[config.mk]
export PLATFORM = sky130hd
export DESIGN_NAME = shift_pipe_ctrl_flat
export DESIGN_NICKNAME = d
export VERILOG_FILES = /design/src/rtl/shift_pipe_ctrl_pkg.sv /design/src/rtl/shift_pipe_ctrl_if.sv /design/src/rtl/shift_reg.sv /design/src/rtl/shift_pipe_ctrl.sv /design/src/flat_wrapper.sv
export SDC_FILE = /design/constraint.sdc
export NUM_CORES = 1
export LEC_CHECK = 0
export BUFFER_PORTS_ARGS = -buffer_cell sky130_fd_sc_hd__buf_4
export CAP_MARGIN = 10
export CORE_ASPECT_RATIO = 0.6
export CORE_MARGIN = 1
export CORE_UTILIZATION = 55
export CTS_CLUSTER_DIAMETER = 120
export CTS_CLUSTER_SIZE = 20
export DETAILED_ROUTE_END_ITERATION = 6
export GPL_ROUTABILITY_DRIVEN = 1
export GPL_TIMING_DRIVEN = 0
export PLACE_DENSITY_LB_ADDON = 0.05
export SYNTH_ARGS = -nofsm -noshare
export SYNTH_HDL_FRONTEND = slang
export SYNTH_SLANG_ARGS = --single-unit
[constraint.sdc]
create_clock -name clk -period 95.3 [get_ports clk]
set_input_delay 23.825 -clock clk [delete_from_list [all_inputs] [get_ports clk]]
set_output_delay 23.825 -clock clk [all_outputs]
set_load 0.01 [all_outputs]
[src/rtl/shift_pipe_ctrl_pkg.sv]
// shift_pipe_ctrl_pkg
//   Shared types and helpers for the shift_pipe_ctrl delay-line controller.
//   - state_e : controller FSM encoding (IDLE = 0, ACTIVE = 1, FLUSH = 2)
//   - occ_w   : width of the occupancy counter for a given depth
package shift_pipe_ctrl_pkg;

    typedef enum logic [1:0] {
        IDLE   = 2'd0,
        ACTIVE = 2'd1,
        FLUSH  = 2'd2
    } state_e;

    // Counter must hold the value DEPTH itself, hence DEPTH+1 codes.
    function automatic int occ_w(input int depth);
        return $clog2(depth + 1);
    endfunction

endpackage

[src/rtl/shift_pipe_ctrl_if.sv]
// shift_pipe_ctrl_if
//   Stream and status bundle for shift_pipe_ctrl.
//   Upstream  : in_valid, in_ready, in_data
//   Downstream: out_valid, out_ready, out_data
//   Control   : flush (request), occupancy and idle (status)
//   master = the environment around the controller, slave = the controller.
interface shift_pipe_ctrl_if #(
    parameter int DEPTH      = 8,
    parameter int DATA_WIDTH = 128
);
    import shift_pipe_ctrl_pkg::*;

    localparam int OCC_W = occ_w(DEPTH);

    logic                  in_valid;
    logic                  in_ready;
    logic [DATA_WIDTH-1:0] in_data;
    logic                  out_valid;
    logic                  out_ready;
    logic [DATA_WIDTH-1:0] out_data;
    logic                  flush;
    logic [OCC_W-1:0]      occupancy;
    logic                  idle;

    modport master (
        output in_valid, in_data, out_ready, flush,
        input  in_ready, out_valid, out_data, occupancy, idle
    );

    modport slave (
        input  in_valid, in_data, out_ready, flush,
        output in_ready, out_valid, out_data, occupancy, idle
    );

endinterface

[src/rtl/shift_reg.sv]
// shift_reg
//   Enable-gated data delay line of CLOCK_CYCLES stages, no reset.
//   clk      : rising-edge clock
//   enable   : advance the whole line by one stage
//   data_in  : value captured into stage 0
//   data_out : value of the last stage
module shift_reg #(
    parameter int CLOCK_CYCLES = 8,
    parameter int DATA_WIDTH   = 128
) (
    input  logic                  clk,
    input  logic                  enable,
    input  logic [DATA_WIDTH-1:0] data_in,
    output logic [DATA_WIDTH-1:0] data_out
);

    logic [CLOCK_CYCLES-1:0][DATA_WIDTH-1:0] line_q;

    // Payload needs no reset: validity is tracked separately by the controller.
    always_ff @(posedge clk) begin
        if (enable) begin
            line_q <= {line_q[CLOCK_CYCLES-2:0], data_in};
        end
    end

    assign data_out = line_q[CLOCK_CYCLES-1];

endmodule

[src/rtl/shift_pipe_ctrl.sv]
// shift_pipe_ctrl
//   Valid/ready controller for a fixed-depth delay line. Keeps one valid bit
//   per stage, derives a single shift enable from downstream back-pressure,
//   counts beats in flight and supports a one-cycle registered flush.
//   clk  : rising-edge clock
//   rstn : asynchronous active-low reset
//   bus  : stream/status bundle (slave side), see shift_pipe_ctrl_if
module shift_pipe_ctrl
    import shift_pipe_ctrl_pkg::*;
#(
    parameter int DEPTH      = 8,
    parameter int DATA_WIDTH = 128
) (
    input  logic               clk,
    input  logic               rstn,
    shift_pipe_ctrl_if.slave   bus
);

    localparam int OCC_W = occ_w(DEPTH);

    state_e           state_q, state_d;
    logic [DEPTH-1:0] v_q, v_d;
    logic [OCC_W-1:0] occ_q, occ_d;
    logic             in_flush;
    logic             shift_en;
    logic             accept;
    logic             fire;

    // The whole line moves as one: it may advance whenever the last stage is
    // empty or is being drained. Bubbles travel with the data.
    always_comb begin
        in_flush = (state_q == FLUSH);
        shift_en = (~v_q[DEPTH-1] | bus.out_ready) & ~in_flush;
        accept   = bus.in_valid & shift_en;
        fire     = v_q[DEPTH-1] & bus.out_ready & ~in_flush;
    end

    always_comb begin
        v_d = v_q;
        if (in_flush) begin
            v_d = '0;
        end else if (shift_en) begin
            v_d = {v_q[DEPTH-2:0], bus.in_valid};
        end
    end

    // Accept and fire in the same cycle cancel, so a full line that is
    // streaming stays at DEPTH.
    always_comb begin
        occ_d = occ_q;
        if (in_flush) begin
            occ_d = '0;
        end else if (accept && !fire) begin
            occ_d = occ_q + OCC_W'(1);
        end else if (fire && !accept) begin
            occ_d = occ_q - OCC_W'(1);
        end
    end

    // IDLE/ACTIVE simply mirror whether the next occupancy is zero; flush
    // takes priority and FLUSH always returns to IDLE since the line is empty.
    always_comb begin
        state_d = state_q;
        if (in_flush) begin
            state_d = IDLE;
        end else if (bus.flush) begin
            state_d = FLUSH;
        end else if (occ_d != '0) begin
            state_d = ACTIVE;
        end else begin
            state_d = IDLE;
        end
    end

    always_ff @(posedge clk or negedge rstn) begin
        if (!rstn) begin
            state_q <= IDLE;
            v_q     <= '0;
            occ_q   <= '0;
        end else begin
            state_q <= state_d;
            v_q     <= v_d;
            occ_q   <= occ_d;
        end
    end

    assign bus.in_ready  = shift_en;
    assign bus.out_valid = v_q[DEPTH-1] & ~in_flush;
    assign bus.occupancy = occ_q;
    assign bus.idle      = (state_q == IDLE);

    shift_reg #(
        .CLOCK_CYCLES (DEPTH),
        .DATA_WIDTH   (DATA_WIDTH)
    ) u_line (
        .clk      (clk),
        .enable   (shift_en),
        .data_in  (bus.in_data),
        .data_out (bus.out_data)
    );

endmodule

[src/flat_wrapper.sv]
// flat-port wrapper written by rule: the top's interface ports become plain ports
module shift_pipe_ctrl_flat import shift_pipe_ctrl_pkg::*;
#(
    parameter int DEPTH      = 8,
    parameter int DATA_WIDTH = 128
)
  (clk, rstn, bus_in_valid, bus_in_data, bus_out_ready, bus_flush, bus_in_ready, bus_out_valid, bus_out_data, bus_occupancy, bus_idle);
  shift_pipe_ctrl_if #(.DEPTH(DEPTH), .DATA_WIDTH(DATA_WIDTH)) bus_i ();
  input  logic clk;
  input  logic rstn;
  input wire logic [$bits(bus_i.in_valid)-1:0] bus_in_valid;
  input wire logic [$bits(bus_i.in_data)-1:0] bus_in_data;
  input wire logic [$bits(bus_i.out_ready)-1:0] bus_out_ready;
  input wire logic [$bits(bus_i.flush)-1:0] bus_flush;
  output wire logic [$bits(bus_i.in_ready)-1:0] bus_in_ready;
  output wire logic [$bits(bus_i.out_valid)-1:0] bus_out_valid;
  output wire logic [$bits(bus_i.out_data)-1:0] bus_out_data;
  output wire logic [$bits(bus_i.occupancy)-1:0] bus_occupancy;
  output wire logic [$bits(bus_i.idle)-1:0] bus_idle;
  assign bus_i.in_valid = bus_in_valid;
  assign bus_i.in_data = bus_in_data;
  assign bus_i.out_ready = bus_out_ready;
  assign bus_i.flush = bus_flush;
  assign bus_in_ready = bus_i.in_ready;
  assign bus_out_valid = bus_i.out_valid;
  assign bus_out_data = bus_i.out_data;
  assign bus_occupancy = bus_i.occupancy;
  assign bus_idle = bus_i.idle;
  shift_pipe_ctrl #(.DEPTH(DEPTH), .DATA_WIDTH(DATA_WIDTH)) u_core (.clk(clk), .rstn(rstn), .bus(bus_i));
endmodule
==> summary.md <==
| Metric | Value |
|---|---|
| Status | complete, but fails checks |
| Violated checks | design-rule violations |
| WS Path Type | input port to output port |
| Largest net degree at the start of global routing | 39 |
| CTS Buf Count | 57 |
| Leakage | 13.7 nW |
| MaxCap Viol Count | 0 |
| Total Routing Usage GR | 0.124 |
| Final Hold Fails | 0 |
| HP Start | u_core.u_line.line_q[183] |
| Vias in the first global route | 10,600 |
| Final Power | 0.00129 W |
| IO buf count | 267 |
| Crit-path most repeated cell | buf_12 |
| Core region area | 57,900 sq um |
| TritonCTS clock tree | built |
| Worst slew pin tran | 0.492 ns |
| Initial antenna violation count | 2 |
| Root Buffer | clkbuf_16 |
| RD Place Congestion | 0.749 |
| Util after Layout | 0.651 |
| Netlist cell types | 24 |
| #FFs+latches synth | 1,038 |
| Setup slack after layout | 45.01 ns |
| WL per Instance | 15.8 um |
| Sink Count | 1,038 |
| Slowest CP cell | nor2_4 |
| Synth Instances | 1,232 |
| Setup crit start | bus_out_ready |
| Number of vias per cell | 4.73 |
| Final setup viols | 0 |
| Top area cells in the synthesized netlist | edfxtp_1 (95%), buf_4 (3.0%), dfrtp_1 (1.1%), nand2_1 (0.17%), a21oi_1 (0.12%) |
| Chip width | 316 um |
| I/O pins | 268 |
| Syn Nets | 1,367 |
| Number of routed nets with antenna violations | 0 |
| Full die area | 60,000 sq um |
| Yosys warning count | 0 |
| Crit path time final | 50.29 ns |
| HPWL after detailed placement | 22,600 um |
| Gr ovfl total | 0 |
| Cell taking the most area after synthesis | edfxtp_1 |
| Synth top area share | 0.948 |
| Final hold slack | 0.412 ns |
| Post-CTS Resized | 0 |
| Row cnt | 68 |
| Endpoint class of the critical path | output port |
| Syn avg cell area | 26.3 sq um |
| Slowest stage delay, CP | 0.42 ns |
| Clk Latency, worst-skew pair | 0.62 ns |
| Place WS | 44.97 ns |
| Routed WL | 37,500 um |
| Clock Tree Buf Depth | 3 |
| RSZ-0062 raised after global routing | false |
| Postcts setup bufs | 0 |
| Max transition margin | 0.672 |
| Fmax achieved | 19.9 MHz |
| Via count | 11,200 |
| Hold Crit Class | register to register |
| DR DRC count | 20 |
| Clock skew | 0.0154 ns |
| Worst reg-to-reg setup slack | 91.77 ns |
| Starting Density | 0.561 |
| Slew Viols, Final | 0 |
| CP Max Fanout | 34 |
| DRT iter0 DRCs | 998 |
| Synthesized area | 32,400 sq um |
| Clock transition at path regs | 0.08 ns |
| Sequential element share of the synthesized area | 0.959 |
| Share of post-route cells with drive strength above 1 | 0.309 |
| Layout area overhead | 16.2% |
| Power per cell area | 34.2 nW/um^2 |
| TritonRoute pass-1 iters | 7 |
| CTS hold repair buffers | 0 |
| CP arrival | 26.46 ns |
| Crit share post-route | 0.528 |
| First-pass GRT wire length | 57,000 um |
| Clock H-tree levels | 2 |
| WP data required | 71.47 ns |
| CP Cell Sequence | buf_4 > nor2b_1 > clkbuf_1 > nor2_4 > buf_16 > buf_16 > buf_12 > buf_12 > buf_16 > buf_12 > buf_12 > buf_4 |
| Startpoint types | input port |
| Nets | 1,727 |
| Die H | 190 um |
| RR Startpoint | u_core.state_q[1] |
| Max VDD drop | 0.0165 mV |
state kept, by name, summed over array words and instances, names as in the netlist:
name / flops
u_core.u_line.data_out: 128
u_core.v_q: 8
u_core.bus.occupancy: 4
u_core.u_line.line_q: 896
u_core.state_q: 2
logic make-up (layout without fill, tap and decap cells):
family / Yosys count / after routing / synth area share
fa+ha+maj: 2 / 2 / 0.000771
simple gates: 37 / 37 / 0.00582
xor+xnor: 3 / 3 / 0.000810
flops: 1038 / 1038 / 0.959
buf+inv: 137 / 510 / 0.0307
compound gates: 15 / 15 / 0.00332
other cells: 0 / 1 / 0
metrics by stage:
step	area, sq um	TNS [ns]	cells
6_report	37700	0	2376
5_1_grt	37700	0	2375
4_1_cts	37700	0	2375
3_5_place_dp	36200	0	2303
3_3_place_gp	35400	-14.17	2269
2_1_floorplan	32400	0	1232
worst paths after layout:
path / endpoint / cells after the start
setup / recovery: bus_in_ready / 12
hold / removal: u_core.u_line.line_q[311] / 0
setup reg to reg: u_core.u_line.line_q[587] / 12
hold reg to reg: u_core.u_line.line_q[311] / 0
max in group asynchronous: u_core.v_q[4] / 1
min in group asynchronous: u_core.bus.occupancy[0] / 1
synth_stat cells:
master    number
nor3_1         1
nand2b_1       2
a311oi_1       2
nor2_1         9
nor2b_1        4
a21oi_1        8
nand2b_4       1
clkbuf_1       1
o22ai_2        1
a31oi_1        1
buf_2          2
nand3_1        2
or3_1          2
a211oi_1       2
nand2_1       15
xnor2_1        3
buf_4        128
o32ai_2        1
dfrtp_1       14
nand3b_4       1
buf_1          1
ha_1           2
inv_1          5
edfxtp_1    1024
worst max-delay path, delay by kind of cell:
| kind | cells | cell delay [ns] |
|---|---|---|
| buffers and inverters | 10 | 2.08 |
| and+or+nand+nor | 2 | 0.49 |
area by class of cell:
cell class                      count  area [sq um]
Antenna cell                        1          2.50
Timing Repair Buffer              301          2740
Clock buffer                       70          1520
Buffer                            132           978
Inverter                            5          18.8
Multi-Input combinational cell     57           355
Sequential cell                  1038         31100
Fill cell                        3812         20200
Clock inverter                      2          12.5
Tap cell                          770           963
metal layers:
layer	track usage	share of wire	up-vias
met5	0	0.00035	-
met4	0.0472	0.029	2
met3	0.0316	0.051	82
met2	0.200	0.49	212
met1	0.165	0.43	5561
li1	-	-	5387
power breakdown:
| group | internal (W) | switching, W |
|---|---|---|
| Clock | 0.000111 | 0.000128 |
| Combinational | 0.0000966 | 0.000109 |
| Sequential | 0.000794 | 0.0000492 |
| Total | 0.00100 | 0.000286 |
cells in the final DEF (no fill, tap or decap), drive strengths merged:
| master | n |
|---|---|
| xnor2 | 3 |
| a21oi | 8 |
| nor2b | 4 |
| nor2 | 9 |
| clkinv | 1 |
| a31oi | 1 |
| diode | 1 |
| ha | 2 |
| or3 | 2 |
| a311oi | 2 |
| nand3 | 2 |
| o22ai | 1 |
| nand2b | 3 |
| nand2 | 15 |
| inv | 6 |
| dfrtp | 14 |
| nand3b | 1 |
| o32ai | 1 |
| nor3 | 1 |
| edfxtp | 1024 |
| clkbuf | 71 |
| a211oi | 2 |
| buf | 432 |
Note: power is estimated with default switching activity, not from simulation.
